$ cat src/rtl/acc_proc_pkg.sv
// Shared opcode, ALU-select and FSM-state definitions for the clocked
// accumulator processor core and its ALU.
package acc_proc_pkg;

  localparam logic [1:0] OP_IN  = 2'b00;
  localparam logic [1:0] OP_ALU = 2'b01;
  localparam logic [1:0] OP_MOV = 2'b10;
  localparam logic [1:0] OP_OUT = 2'b11;

  localparam logic [1:0] ALU_ADD = 2'b11;
  localparam logic [1:0] ALU_SUB = 2'b10;
  localparam logic [1:0] ALU_AND = 2'b01;
  localparam logic [1:0] ALU_XOR = 2'b00;

  typedef enum logic [1:0] {
    ST_IDLE     = 2'b00,
    ST_WAIT_IN  = 2'b01,
    ST_WAIT_OUT = 2'b10
  } state_e;

endpackage

$ cat src/rtl/acc_proc_alu.sv
// Combinational ALU: ADD/SUB/AND/XOR with carry (borrow on SUB) and zero flag.
module acc_proc_alu
  import acc_proc_pkg::*;
#(
  parameter int DATA_W = 8
) (
  input  logic [DATA_W-1:0] a,
  input  logic [DATA_W-1:0] b,
  input  logic [1:0]        sel,
  output logic [DATA_W-1:0] result,
  output logic              carry,
  output logic              zero
);

  logic [DATA_W:0] sum_s;
  logic [DATA_W:0] diff_s;

  // The extra MSB of the difference is set exactly when a < b (borrow).
  assign sum_s  = {1'b0, a} + {1'b0, b};
  assign diff_s = {1'b0, a} - {1'b0, b};

  // Result and carry selection
  always_comb begin
    result = a ^ b;
    carry  = 1'b0;
    case (sel)
      ALU_ADD: begin
        result = sum_s[DATA_W-1:0];
        carry  = sum_s[DATA_W];
      end
      ALU_SUB: begin
        result = diff_s[DATA_W-1:0];
        carry  = diff_s[DATA_W];
      end
      ALU_AND: begin
        result = a & b;
        carry  = 1'b0;
      end
      ALU_XOR: begin
        result = a ^ b;
        carry  = 1'b0;
      end
      default: begin
        result = a ^ b;
        carry  = 1'b0;
      end
    endcase
  end

  assign zero = (result == {DATA_W{1'b0}});

endmodule

$ cat src/rtl/acc_proc_core.sv
// Clocked accumulator processor: one instruction per valid/ready handshake,
// handshaked IN/OUT streams, NREG x DATA_W register file with debug read port.
module acc_proc_core
  import acc_proc_pkg::*;
#(
  parameter  int DATA_W  = 8,
  parameter  int NREG    = 8,
  localparam int REG_AW  = $clog2(NREG),
  localparam int INSTR_W = 2 + 2 * REG_AW
) (
  input  logic               clk,
  input  logic               rst_n,
  input  logic [INSTR_W-1:0] instr,
  input  logic               instr_valid,
  output logic               instr_ready,
  input  logic [DATA_W-1:0]  in_data,
  input  logic               in_valid,
  output logic               in_ready,
  output logic [DATA_W-1:0]  out_data,
  output logic               out_valid,
  input  logic               out_ready,
  input  logic [REG_AW-1:0]  dbg_addr,
  output logic [DATA_W-1:0]  dbg_data,
  output logic               carry,
  output logic               zero
);

  state_e              state_r;
  state_e              state_nxt_s;
  logic [DATA_W-1:0]   regs_r [NREG];
  logic [REG_AW-1:0]   dest_r;
  logic [DATA_W-1:0]   out_data_r;
  logic                out_valid_r;
  logic                carry_r;
  logic                zero_r;
  logic [1:0]          op_s;
  logic [REG_AW-1:0]   f1_s;
  logic [REG_AW-1:0]   f2_s;
  logic [DATA_W-1:0]   alu_result_s;
  logic                alu_carry_s;
  logic                alu_zero_s;
  logic                instr_ready_s;
  logic                in_ready_s;

  assign op_s = instr[INSTR_W-1 -: 2];
  assign f1_s = instr[2*REG_AW-1 -: REG_AW];
  assign f2_s = instr[REG_AW-1:0];

  // Upper f1 bits are deliberately ignored for ALU ops; only f1[1:0] selects.
  acc_proc_alu #(.DATA_W(DATA_W)) u_alu (
    .a      (regs_r[0]),
    .b      (regs_r[f2_s]),
    .sel    (f1_s[1:0]),
    .result (alu_result_s),
    .carry  (alu_carry_s),
    .zero   (alu_zero_s)
  );

  // FSM state register
  always_ff @(posedge clk or negedge rst_n) begin
    if (!rst_n) begin
      state_r <= ST_IDLE;
    end else begin
      state_r <= state_nxt_s;
    end
  end

  // FSM next-state logic
  always_comb begin
    state_nxt_s = state_r;
    case (state_r)
      ST_IDLE: begin
        if (instr_valid && (op_s == OP_IN)) begin
          state_nxt_s = ST_WAIT_IN;
        end else if (instr_valid && (op_s == OP_OUT)) begin
          state_nxt_s = ST_WAIT_OUT;
        end else begin
          state_nxt_s = ST_IDLE;
        end
      end
      ST_WAIT_IN: begin
        if (in_valid) begin
          state_nxt_s = ST_IDLE;
        end else begin
          state_nxt_s = ST_WAIT_IN;
        end
      end
      ST_WAIT_OUT: begin
        if (out_ready) begin
          state_nxt_s = ST_IDLE;
        end else begin
          state_nxt_s = ST_WAIT_OUT;
        end
      end
      default: state_nxt_s = ST_IDLE;
    endcase
  end

  // FSM handshake outputs
  always_comb begin
    instr_ready_s = 1'b0;
    in_ready_s    = 1'b0;
    case (state_r)
      ST_IDLE:     instr_ready_s = 1'b1;
      ST_WAIT_IN:  in_ready_s    = 1'b1;
      ST_WAIT_OUT: instr_ready_s = 1'b0;
      default: begin
        instr_ready_s = 1'b0;
        in_ready_s    = 1'b0;
      end
    endcase
  end

  // Datapath: register file, flags and output stream; reads see pre-edge values
  always_ff @(posedge clk or negedge rst_n) begin
    if (!rst_n) begin
      for (int i = 0; i < NREG; i++) begin
        regs_r[i] <= {DATA_W{1'b0}};
      end
      dest_r      <= {REG_AW{1'b0}};
      out_data_r  <= {DATA_W{1'b0}};
      out_valid_r <= 1'b0;
      carry_r     <= 1'b0;
      zero_r      <= 1'b0;
    end else begin
      case (state_r)
        ST_IDLE: begin
          if (instr_valid) begin
            case (op_s)
              OP_MOV: regs_r[f1_s] <= regs_r[f2_s];
              OP_ALU: begin
                regs_r[0] <= alu_result_s;
                carry_r   <= alu_carry_s;
                zero_r    <= alu_zero_s;
              end
              OP_IN:  dest_r <= f2_s;
              OP_OUT: begin
                out_data_r  <= regs_r[f2_s];
                out_valid_r <= 1'b1;
              end
              default: dest_r <= dest_r;
            endcase
          end
        end
        ST_WAIT_IN: begin
          if (in_valid) begin
            regs_r[dest_r] <= in_data;
          end
        end
        ST_WAIT_OUT: begin
          if (out_ready) begin
            out_valid_r <= 1'b0;
          end
        end
        default: out_valid_r <= 1'b0;
      endcase
    end
  end

  assign instr_ready = instr_ready_s;
  assign in_ready    = in_ready_s;
  assign out_data    = out_data_r;
  assign out_valid   = out_valid_r;
  assign carry       = carry_r;
  assign zero        = zero_r;
  assign dbg_data    = regs_r[dbg_addr];

endmodule

$ cat config.mk
export PLATFORM = sky130hd
export DESIGN_NAME = acc_proc_core
export DESIGN_NICKNAME = d
export VERILOG_FILES = /design/src/rtl/acc_proc_pkg.sv /design/src/rtl/acc_proc_alu.sv /design/src/rtl/acc_proc_core.sv
export SDC_FILE = /design/constraint.sdc
export NUM_CORES = 1
export LEC_CHECK = 0
export ABC_CLOCK_PERIOD_IN_PS = 3890
export CELL_PAD_IN_SITES_DETAIL_PLACEMENT = 0
export CELL_PAD_IN_SITES_GLOBAL_PLACEMENT = 1
export CORE_MARGIN = 2
export CORE_UTILIZATION = 36
export CTS_CLUSTER_DIAMETER = 200
export CTS_CLUSTER_SIZE = 30
export DETAILED_ROUTE_END_ITERATION = 16
export PLACE_DENSITY_LB_ADDON = 0.1
export SLEW_MARGIN = 0
export SYNTH_ARGS = -nofsm -noshare
export SYNTH_HDL_FRONTEND = slang
export SYNTH_HIERARCHICAL = 1
export SYNTH_SLANG_ARGS = --single-unit
$ cat constraint.sdc
create_clock -name clk -period 3.89 [get_ports clk]
set_input_delay 0.389 -clock clk [delete_from_list [all_inputs] [get_ports clk]]
set_output_delay 0.389 -clock clk [all_outputs]
set_load 0.02 [all_outputs]
==> out/results.ini, run 1 <==
[layout]
areaGrowthSynthToFinish_pct=23.4
mostFrequentLayoutCell=sky130_fd_sc_hd__dfrtp_1
mostFrequentLayoutCells=sky130_fd_sc_hd__dfrtp_1 (80), sky130_fd_sc_hd__buf_4 (74), sky130_fd_sc_hd__mux2_2 (67), sky130_fd_sc_hd__o2bb2ai_1 (56), sky130_fd_sc_hd__clkdlybuf4s50_1 (43)
antennaDiodeCount=0
finish.utilization_pct=45.7
num-fill-cells=1521
seq_area_mm2=0.00200
multi_input_area_mm2=0.00391
final_nets=655
drive_gt1_share_pct=42.0

[worst_setup_path]
critical_path.startpoint_type=primary input
cp.required_ns=4.18
criticalPathCategory=in2reg
worst-path-max-fanout=4
timing.critical_path.arrival_ns=4.10
worstSetupEndpointType=flop

[routing]
remaining_drc_errors=0
drt_pass1_iterations=5
wire_per_inst_um=24.1
dr_total_vias=4956
route.detailed.vias_per_inst=5.92
first_iter_violations=354
drtAntennaViolNets=0
wirelength_um=20200

[clocking]
clock-root-buffer=sky130_fd_sc_hd__clkbuf_16
h_tree_levels=3
max-clock-path-buffers=2
cts_hold_bufs=0
clock_tree_from_tritoncts=done
clock-sinks=80
worst_skew_pair.late_latency_ns=0.35
clkTransAtPathRegs_ns=0.06
cts-buffers-inserted=9

[global_route]
grt_max_degree=81
grt_antenna_before_repair=0
grt_pass1_vias=5129
grt_util_all_layers_pct=22.9
grt_first_pass_wirelength_um=31100
grt_overflow=0

[logic_synthesis]
number_of_enable_flip_flop_cells_after_synthesis=0
post_synth_fa_ha_maj_area_fraction_pct=3.90
synth-warning-count=6
synth_compound_area_share_pct=18.3
syn_inst=516
synth-xor-area-share_pct=0
synth_seq_area_share_pct=32.5
yosys_register_bits=80
synthesis.area_per_instance_um2=11.9
main_combinational_cell_family_by_area_after_synthesis=multiplexers
number_of_nets_produced_by_synthesis=558
synth_mux_area_share_pct=29.9
synth-async-reset-ratio_pct=100
ys_types=76
mappedNetlistArea_mm2=0.00616
synth_ff_type=sky130_fd_sc_hd__dfrtp_1
synth-simple-area-share_pct=9.81

[timing]
min_period_over_period_pct=98.0
worst_pin_slew_ns=1.14
setup_total_negative_slack_ns=0
period_needed_ns=3.81
setup_viol=0
achievable-frequency_mhz=262
final_critical_path_setup_slack_ns=0.0791
finalMaxSlewViolations=0
clock_skew_ns=0.0120
finalHoldViolCount=0
slew_hr_pct=23.1

[pwr]
power_consumption_mw=3.36
powerDensity_mw_per_mm2=442
leakagePower_nw=3.19
ir_drop_uv=222

[placement]
dp.final_hpwl_um=14200
place.gp.congestion=0.863
numPortBuffers=44
placement.setup.worst_slack_ns=-0.378

[die]
full_die_area_mm2=0.0182
row_count=47
die_h_um=135
core-area_mm2=0.0166
starting_density_of_the_core_pct=37.0
num_io_pins=45
chipWidth_um=135

[outcome]
run_status=complete, no violations

[worst_hold_path]
hold_class=in2async

[run]
cap_violations=0

==> final cells by class <==
cell class                      instances  share of cell area (%)
Multi-Input combinational cell        371                    51.4
Sequential cell                        80                    26.3
Timing Repair Buffer                  120                    13.5
Tap cell                              220                    3.62
Clock buffer                           12                    3.37
Inverter                               31                    1.60
Clock inverter                          3                   0.230
==> final timing paths <==
check	slack, ns	endpoint	from	cells past startpoint
min in group clk	0.49	out_valid	out_valid	1
setup reg to reg	0.35	zero	regs_r[48]	10
hold reg to reg	0.49	out_valid	out_valid	1
max in group asynchronous	2.96	out_valid	rst_n	1
hold / removal	0.21	out_data[6]	rst_n	1
setup / recovery	0.08	zero	instr[0]	12
==> critical path, cell delays in order <==
cell                              delay [ns]
sky130_fd_sc_hd__clkdlybuf4s50_1        0.47
sky130_fd_sc_hd__buf_6                  0.14
sky130_fd_sc_hd__mux4_2                 0.51
sky130_fd_sc_hd__mux2_4                 0.32
sky130_fd_sc_hd__ha_4                   0.19
sky130_fd_sc_hd__fa_2                   0.51
sky130_fd_sc_hd__inv_1                  0.04
sky130_fd_sc_hd__mux4_2                 0.46
sky130_fd_sc_hd__or3_4                  0.39
sky130_fd_sc_hd__or4_4                  0.42
sky130_fd_sc_hd__nor3_2                 0.10
sky130_fd_sc_hd__mux2_2                 0.15
==> synthesized netlist by cell type (5+ instances only) <==
cell / instances / area (um^2)
sky130_fd_sc_hd__mux2_2: 67 / 754
sky130_fd_sc_hd__nor2_1: 19 / 71.3
sky130_fd_sc_hd__nand4_1: 8 / 50.1
sky130_fd_sc_hd__o21ai_0: 12 / 60.1
sky130_fd_sc_hd__a22oi_1: 8 / 60.1
sky130_fd_sc_hd__buf_4: 6 / 45.0
sky130_fd_sc_hd__a21oi_1: 12 / 60.1
sky130_fd_sc_hd__buf_2: 14 / 70.1
sky130_fd_sc_hd__nand2b_1: 9 / 56.3
sky130_fd_sc_hd__nand2_1: 15 / 56.3
sky130_fd_sc_hd__o21ba_2: 7 / 70.1
sky130_fd_sc_hd__mux4_2: 25 / 563
sky130_fd_sc_hd__o211ai_1: 8 / 60.1
sky130_fd_sc_hd__mux2_4: 21 / 315
sky130_fd_sc_hd__buf_6: 5 / 56.3
sky130_fd_sc_hd__inv_1: 29 / 109
sky130_fd_sc_hd__dfrtp_1: 80 / 2000
sky130_fd_sc_hd__or3_1: 5 / 31.3
sky130_fd_sc_hd__mux4_1: 8 / 210
sky130_fd_sc_hd__ha_1: 16 / 200
sky130_fd_sc_hd__o2bb2ai_1: 56 / 490
==> timing repair <==
action | in CTS | in global routing
gates resized for setup | 2 | 33
setup endpoints to repair | 1 | 3
pin swaps | 0 | 7
buffers inserted | 1 | 2
==> routing by layer <==
metal | track usage (%) | part of all wire (%) | wire length (um) | up-vias
met5 | 0 | 0 | 0 | -
met4 | 7.02 | 2.1 | 430 | 0
met3 | 3.30 | 4.3 | 874 | 30
met2 | 36.1 | 47 | 9470 | 169
met1 | 32.7 | 47 | 9400 | 2554
li1 | - | - | - | 2203
==> metrics by stage <==
stage                     cell area, um^2  hold slack (ns)  cells
after detailed placement             7200            0.472    819
after CTS                            7490            0.271    835
final                                7600            0.210    837
after floorplan                      6160           0.0934    516
after global placement               7200            0.468    819
after global routing                 7600            0.302    837
==> registers in the layout (all words and copies together), names as in the netlist <==
register   cells
carry          1
dest_r         3
out_data       8
out_valid      1
regs_r        64
state_r        2
zero           1
==> where the power goes <==
part | leakage (nW) | total (mW) | switching (mW) | internal (mW)
combinational | 1.96 | 1.53 | 0.778 | 0.749
clock | 0.134 | 0.814 | 0.352 | 0.462
sequential | 1.10 | 1.02 | 0.105 | 0.914
==> kinds of logic after synthesis <==
kind of cell	Yosys count
flops	80
buf+inv	65
fa+ha+maj	18
mux	121
simple gates	94
compound gates	138
No activity file was read; power rests on OpenSTA's default activity.
==> run 2, diff against run 1 <==
--- a/config.mk
+++ b/config.mk
@@ -5,6 +5,7 @@
 export SDC_FILE = /design/constraint.sdc
 export NUM_CORES = 1
 export LEC_CHECK = 0
+export ABC_AREA = 1
 export ABC_CLOCK_PERIOD_IN_PS = 3890
 export CELL_PAD_IN_SITES_DETAIL_PLACEMENT = 0
 export CELL_PAD_IN_SITES_GLOBAL_PLACEMENT = 1
==> constraint.sdc (replaced) <==
create_clock -name clk -period 3.89 [get_ports clk]
set_input_delay 0.389 -clock clk [delete_from_list [all_inputs] [get_ports clk]]
set_output_delay 0.389 -clock clk [all_outputs]
set_load 0.005 [all_outputs]
==> out/results.ini, run 2 <==
[timing]
slew_hr_pct=44.6  ; +21 points
setup_viol=0  ; unchanged
min_period_over_period_pct=79.7  ; -18 points
period_needed_ns=3.10  ; -0.709 ns
finalHoldViolCount=0  ; unchanged
clock_skew_ns=0.0104  ; -0.00157 ns
achievable-frequency_mhz=322  ; +23%
setup_total_negative_slack_ns=0  ; unchanged
worst_pin_slew_ns=0.831  ; -0.314 ns
unrepaired_setup_endpoints_after_global_routing=no
finalMaxSlewViolations=0  ; unchanged
final_critical_path_setup_slack_ns=0.788  ; +0.709 ns

[placement]
dp.final_hpwl_um=18300  ; +29%
numPortBuffers=44  ; unchanged
dp_cells=1270  ; +55%
placement.setup.worst_slack_ns=0.453  ; +0.831 ns
place.gp.congestion=0.871  ; +0.93%

[worst_hold_path]
hold_class=in2async

[routing]
dr_total_vias=6595  ; +33%
first_iter_violations=660  ; +86%
route.detailed.vias_per_inst=5.13  ; -13%
drt_pass1_iterations=5  ; unchanged
wire_per_inst_um=19.3  ; -20%
drtAntennaViolNets=0  ; unchanged
remaining_drc_errors=0  ; unchanged
wirelength_um=24800  ; +23%

[logic_synthesis]
synthesis.area_per_instance_um2=6.48  ; -46%
yosys_register_bits=80  ; unchanged
post_synth_most_frequent_cells=sky130_fd_sc_hd__nand2_1 (228), sky130_fd_sc_hd__nor2_1 (189), sky130_fd_sc_hd__inv_1 (114)
synth_area_leader_cell=sky130_fd_sc_hd__dfrtp_1
number_of_enable_flip_flop_cells_after_synthesis=0  ; unchanged
ys_types=39  ; -49%
synth_seq_area_share_pct=30.3  ; -2.2 points
yosysMostFrequentCell=sky130_fd_sc_hd__nand2_1
mappedNetlistArea_mm2=0.00660  ; +7.1%
synth-warning-count=6  ; unchanged
syn_inst=1018  ; +97%
synth_ff_type=sky130_fd_sc_hd__dfrtp_1
number_of_nets_produced_by_synthesis=1060  ; +90%
synth_top_area_share_pct=30.3  ; -2.2 points
post_synth_main_area_contributors=sky130_fd_sc_hd__dfrtp_1 (30%), sky130_fd_sc_hd__nand2_1 (13%), sky130_fd_sc_hd__nor2_1 (11%)
synth-async-reset-ratio_pct=100  ; unchanged

[layout]
final_cells=1285  ; +54%
antennaDiodeCount=0  ; unchanged
mostFrequentLayoutCells=sky130_fd_sc_hd__nand2_1 (228), sky130_fd_sc_hd__nor2_1 (189), sky130_fd_sc_hd__inv_1 (114), sky130_fd_sc_hd__nand3_1 (85), sky130_fd_sc_hd__a21oi_1 (81)
largest_register_ffs=64  ; unchanged
areaGrowthSynthToFinish_pct=14.9
finish.utilization_pct=42.2  ; -3.5 points
final_nets=1094  ; +67%
drive_gt1_share_pct=10.0  ; -32 points
mostFrequentLayoutCell=sky130_fd_sc_hd__nand2_1
registers.top_by_ff_count=regs_r
num-fill-cells=1932  ; +27%

[die]
core-area_mm2=0.0180  ; +7.9%
full_die_area_mm2=0.0194  ; +6.9%
num_io_pins=45  ; unchanged
starting_density_of_the_core_pct=36.7  ; -0.29 points
die_h_um=139  ; +3.4%
row_count=49  ; +4.3%
chipWidth_um=139  ; +3.4%

[worst_setup_path]
timing.critical_path.arrival_ns=3.33  ; -0.77 ns
critical_path.startpoint_type=primary input
timing.reg2reg.setup_slack_ns=1.11  ; +0.76 ns
crit_end=zero
criticalPathCategory=in2reg
cp.required_ns=4.12  ; -0.06 ns
worstSetupEndpointType=flop
timing.reg2reg.worst_path_depth=18  ; +8
worstSetupStartpoint=instr[0]
worst_r2r_startpoint=regs_r[48]
worst-path-max-fanout=22  ; +18
critical_path.reg2reg.endpoint=zero

[pwr]
p_int_mw=2.69  ; +26%
sw_frac_of_total_pct=44.3  ; +7.6 points
leakagePower_nw=3.60  ; +13%
power.switching_mw=2.14  ; +73%
powerDensity_mw_per_mm2=637  ; +44%
share_clk_of_total_power_pct=20.6  ; -3.6 points
share_comb_of_total_power_pct=47.7  ; +2.3 points
power_consumption_mw=4.83  ; +44%
p_seq_share_pct=31.8  ; +1.5 points
ir_drop_uv=283  ; +27%

[global_route]
grt_overflow=0  ; unchanged
grt_first_pass_wirelength_um=38000  ; +22%
grt_pass1_vias=6203  ; +21%
grt_util_all_layers_pct=25.8  ; +2.9 points
grt_max_degree=59  ; -27%
grt_antenna_before_repair=0  ; unchanged

[clocking]
clock-root-buffer=sky130_fd_sc_hd__clkbuf_16
post_cts_resized=0  ; -2
clkTransAtPathRegs_ns=0.06  ; about the same
post_cts.repair.setup_buffers=0  ; -1
cts-buffers-inserted=9  ; unchanged
h_tree_levels=3  ; unchanged
clock-sinks=80  ; unchanged
max-clock-path-buffers=2  ; unchanged
clock_tree_from_tritoncts=done
cts_hold_bufs=0  ; unchanged
worst_skew_pair.late_latency_ns=0.34  ; about the same

[outcome]
run_status=complete, no violations

[run]
cap_violations=0  ; unchanged

-- run 2: critical path, stage by stage --
cell	delay [ns]
sky130_fd_sc_hd__clkdlybuf4s50_1	0.53
sky130_fd_sc_hd__buf_4	0.29
sky130_fd_sc_hd__nand2_1	0.09
sky130_fd_sc_hd__nand3_1	0.08
sky130_fd_sc_hd__nand3_1	0.10
sky130_fd_sc_hd__and2_1	0.21
sky130_fd_sc_hd__ha_1	0.23
sky130_fd_sc_hd__fa_1	0.39
sky130_fd_sc_hd__inv_1	0.06
sky130_fd_sc_hd__nand2_1	0.06
sky130_fd_sc_hd__nand2_1	0.11
sky130_fd_sc_hd__nand3_1	0.10
sky130_fd_sc_hd__nand3_1	0.09
sky130_fd_sc_hd__nand3_1	0.07
sky130_fd_sc_hd__nand2_1	0.06
sky130_fd_sc_hd__nand2_1	0.07
sky130_fd_sc_hd__nand3_1	0.09
sky130_fd_sc_hd__nor2_1	0.04
sky130_fd_sc_hd__mux2_2	0.25
-- run 2: kinds of logic after synthesis --
group	synth area share, %
flip-flops	30.3
buffers and inverters	11.1
adder cells (fa/ha/maj)	3.64
multiplexers	1.71
AND/OR/NAND/NOR	35.4
XOR/XNOR	0.133
AO/OA/AOI/OAI	17.7
-- run 2: worst min path at each step --
stage / slack, ns / endpoint / start / cells past startpoint
after floorplan: 0.09 / carry / rst_n / 0
after global placement: 0.49 / out_data[2] / out_data[2] / 1
after CTS: 0.17 / out_valid / rst_n / 1
final: 0.14 / out_valid / rst_n / 1
after detailed placement: 0.50 / out_data[3] / out_data[3] / 1
after global routing: 0.20 / out_valid / rst_n / 1
-- run 2: power by group through the flow --
stage / Combinational [mW] / Clock [mW] / Sequential (mW)
final: 2.30 / 0.992 / 1.53
after global routing: 2.59 / 1.04 / 1.58
after detailed placement: 2.28 / 0 / 1.54
after global placement: 2.30 / 0 / 1.52
after CTS: 2.29 / 1.00 / 1.53
after floorplan: 1.57 / 0 / 1.40
-- run 2: area by class of cell --
cell class | count | area (um^2) | share of cell area [%]
sequential | 80 | 2000 | 26.4
clock inverter | 3 | 90.1 | 1.19
inverter | 126 | 489 | 6.45
tap | 229 | 287 | 3.78
timing repair buffer | 66 | 603 | 7.96
clock buffer | 12 | 246 | 3.25
multi-input combinational | 769 | 3860 | 51.0
-- run 2: stage by stage --
stage                     hold WS (ns)  instance area, um^2
final                            0.140                 7580
after global routing             0.198                 7580
after CTS                        0.173                 7580
after detailed placement         0.498                 7240
after global placement           0.488                 7240
after floorplan                 0.0934                 6600
-- run 2: metal layers --
| layer | part of all wire, % | global-route usage (%) | wire length, um |
|---|---|---|---|
| met5 | 0 | 0 | 0 |
| met4 | 1.3 | 5.42 | 312 |
| met3 | 6.0 | 3.72 | 1490 |
| met2 | 44 | 38.6 | 10900 |
| met1 | 49 | 39.3 | 12100 |
==> patch, RTL diff (config.mk and constraints of run 1) <==
`DATA_W` is set to 8 in 2 places; all go to 9.
--- a/src/rtl/acc_proc_alu.sv
+++ b/src/rtl/acc_proc_alu.sv
@@ -4,3 +4,3 @@
 #(
-  parameter int DATA_W = 8
+  parameter int DATA_W = 9
 ) (
--- a/src/rtl/acc_proc_core.sv
+++ b/src/rtl/acc_proc_core.sv
@@ -5,3 +5,3 @@
 #(
-  parameter  int DATA_W  = 8,
+  parameter  int DATA_W  = 9,
   parameter  int NREG    = 8,
Interface: changed (resized dbg_data, in_data and out_data); port bits go from 45 to 48. No check against the original RTL was run, so the function may have changed too.
==> patch against run 1 <==
Routed wire length increased by 21%; area after synthesis increased by 13%; first-iteration DRC count increased by 30%; critical path depth decreased by 1; global-route usage increased by 1.6 points; worst setup slack improved by 0.24 ns; core utilization decreased by 1.3 points; worst hold slack got worse by 0.026 ns; sequential cell count increased by 9; power increased by 2.4%; final area increased by 10%; synthesized cell count increased by 13%; critical path type is now reg -> reg; largest cell class unchanged; largest power group unchanged; highest routed layer unchanged.
==> patch: results (changes against run 1) <==
nets=715 (+9.2%); Slowest-stage cell, CP=mux4_1; grt met2 use=37.5% (+1.4 points); met1 usage in global routing=34.6% (+2.0 points); P_leak=3.60 nW (+13%); synth unique cells=67 (-12%); CTS Buf Count=9 (unchanged); synth cell count leaders=dfrtp_1 (89), mux2_2 (50), mux2_4 (45), a32o_1 (36); R2R cell count=11 (+1); Worst path max stage delay=0.51 ns (about the same); RR Startpoint=regs_r[63]; H-Tree Depth=3 (unchanged); placed wire-length estimate=16800 µm (+18%); Post-Synth XOR/XNOR Area=0% (unchanged); largest net degree at the start of global routing=71 (-12%); GRT Total Usage=24.5% (+1.6 points); Gate Count Post-Synth=584 (+13%); FF-to-FF setup slack=0.32 ns (-0.03 ns); Root Buffer=clkbuf_16; drt first-iter violations=461 (+30%); ant diodes=0 (unchanged); max FFs per register=72 (+13%); status=complete, no violations; clk_lat worst skew=about 0.36 ns; mux contribution to synthesized area=30.1% (+0.20 points); vias=5751 (+16%); register area share after synthesis=31.9% (-0.64 points); vias in the first global route=5888 (+15%); initial antenna violation count=0 (unchanged); setup bufs post-CTS=0 (-1); crit path max fanout=4 (unchanged); Most flops, register=regs_r; IO buf count=47 (+6.8%); CP top delay family=multiplexers; first-pass GRT wire length=36900 µm (+19%); Inst Count DP=918 (+12%); via/cell ratio=6.16 (+4.0%); Slew HR=35.4% (+12 points); Worst Clk Skew=0.0101 ns (-0.00194 ns); Post-CTS Resized=0 (-2); fraction of registers with async set/reset=100% (unchanged); met3 usage=5.16% (+1.9 points); CTS max path bufs=2 (unchanged); placed cell area=0.00806 mm² (+12%); DR WL/cell=26.2 µm (+8.5%); worst vdd ir=0.000306 V (+38%); drt pass-1 iters=5 (unchanged); fraction of layout cells with a size suffix above 1=34.1% (-7.9 points); r2r endpoint=zero; ranking of synthesized cells by area=dfrtp_1 (32%), mux2_4 (9.7%), mux4_2 (9.0%), mux2_2 (8.1%), a32o_1 (5.2%); Most used DFF post-synth=dfrtp_1; Hold Crit Class=in -> async; clk slew on worst S/H paths=about 0.070 ns; Synth Net Count=630 (+13%); routability cong.=0.867 (+0.39%); Post-Synth Adder-Cell Area=3.97% (+0.073 points); post-synthesis compound-gate area fraction=19.6% (+1.3 points); Syn. warnings=6 (unchanged)
## patch: stage by stage
step | worst slack [ns] | hold slack, ns
final | 0.317 | 0.183
after global routing | 0.142 | 0.252
after CTS | 0.0187 | 0.218
after detailed placement | -0.335 | 0.481
after global placement | -0.285 | 0.465
after floorplan | 0.229 | 0.0934
## patch: worst max path at each step
| stage | start | endpoint | slack (ns) | depth (start not counted) |
|---|---|---|---|---|
| floorplan | instr[2] | zero | 0.23 | 13 |
| global placement | instr[0] | regs_r[70] | -0.29 | 14 |
| detailed placement | instr[0] | zero | -0.34 | 12 |
| CTS | instr[0] | zero | 0.02 | 12 |
| global route | instr[2] | zero | 0.14 | 12 |
| finish | regs_r[63] | zero | 0.32 | 11 |
## patch: report_power, final
group	internal, mW	switching, mW	total, mW
Combinational	0.633	0.763	1.40
Clock	0.517	0.410	0.927
Sequential	1.01	0.111	1.12
## patch: logic make-up after synthesis
| logic type | count (synthesis) |
|---|---|
| DFF | 89 |
| muxes | 132 |
| buffers and inverters | 74 |
| AOI/OAI and AO/OA | 157 |
| and+or+nand+nor | 111 |
| adders and majority gates | 21 |
## patch: layout make-up
| cell class | count | area [µm²] |
|---|---|---|
| inverters | 31 | 116 |
| clock inverters | 6 | 66.3 |
| multi-input cells | 421 | 4410 |
| repair buffers | 117 | 996 |
| fillers | 1812 | 10500 |
| well taps | 260 | 325 |
| clock buffers | 10 | 239 |
| flip-flops and latches | 89 | 2230 |
## patch: routing by layer
layer,wire length [µm],share of wire (%)
met4,670,2.7
met1,11100,45
met3,1490,6.1
met2,11200,46
met5,0,0
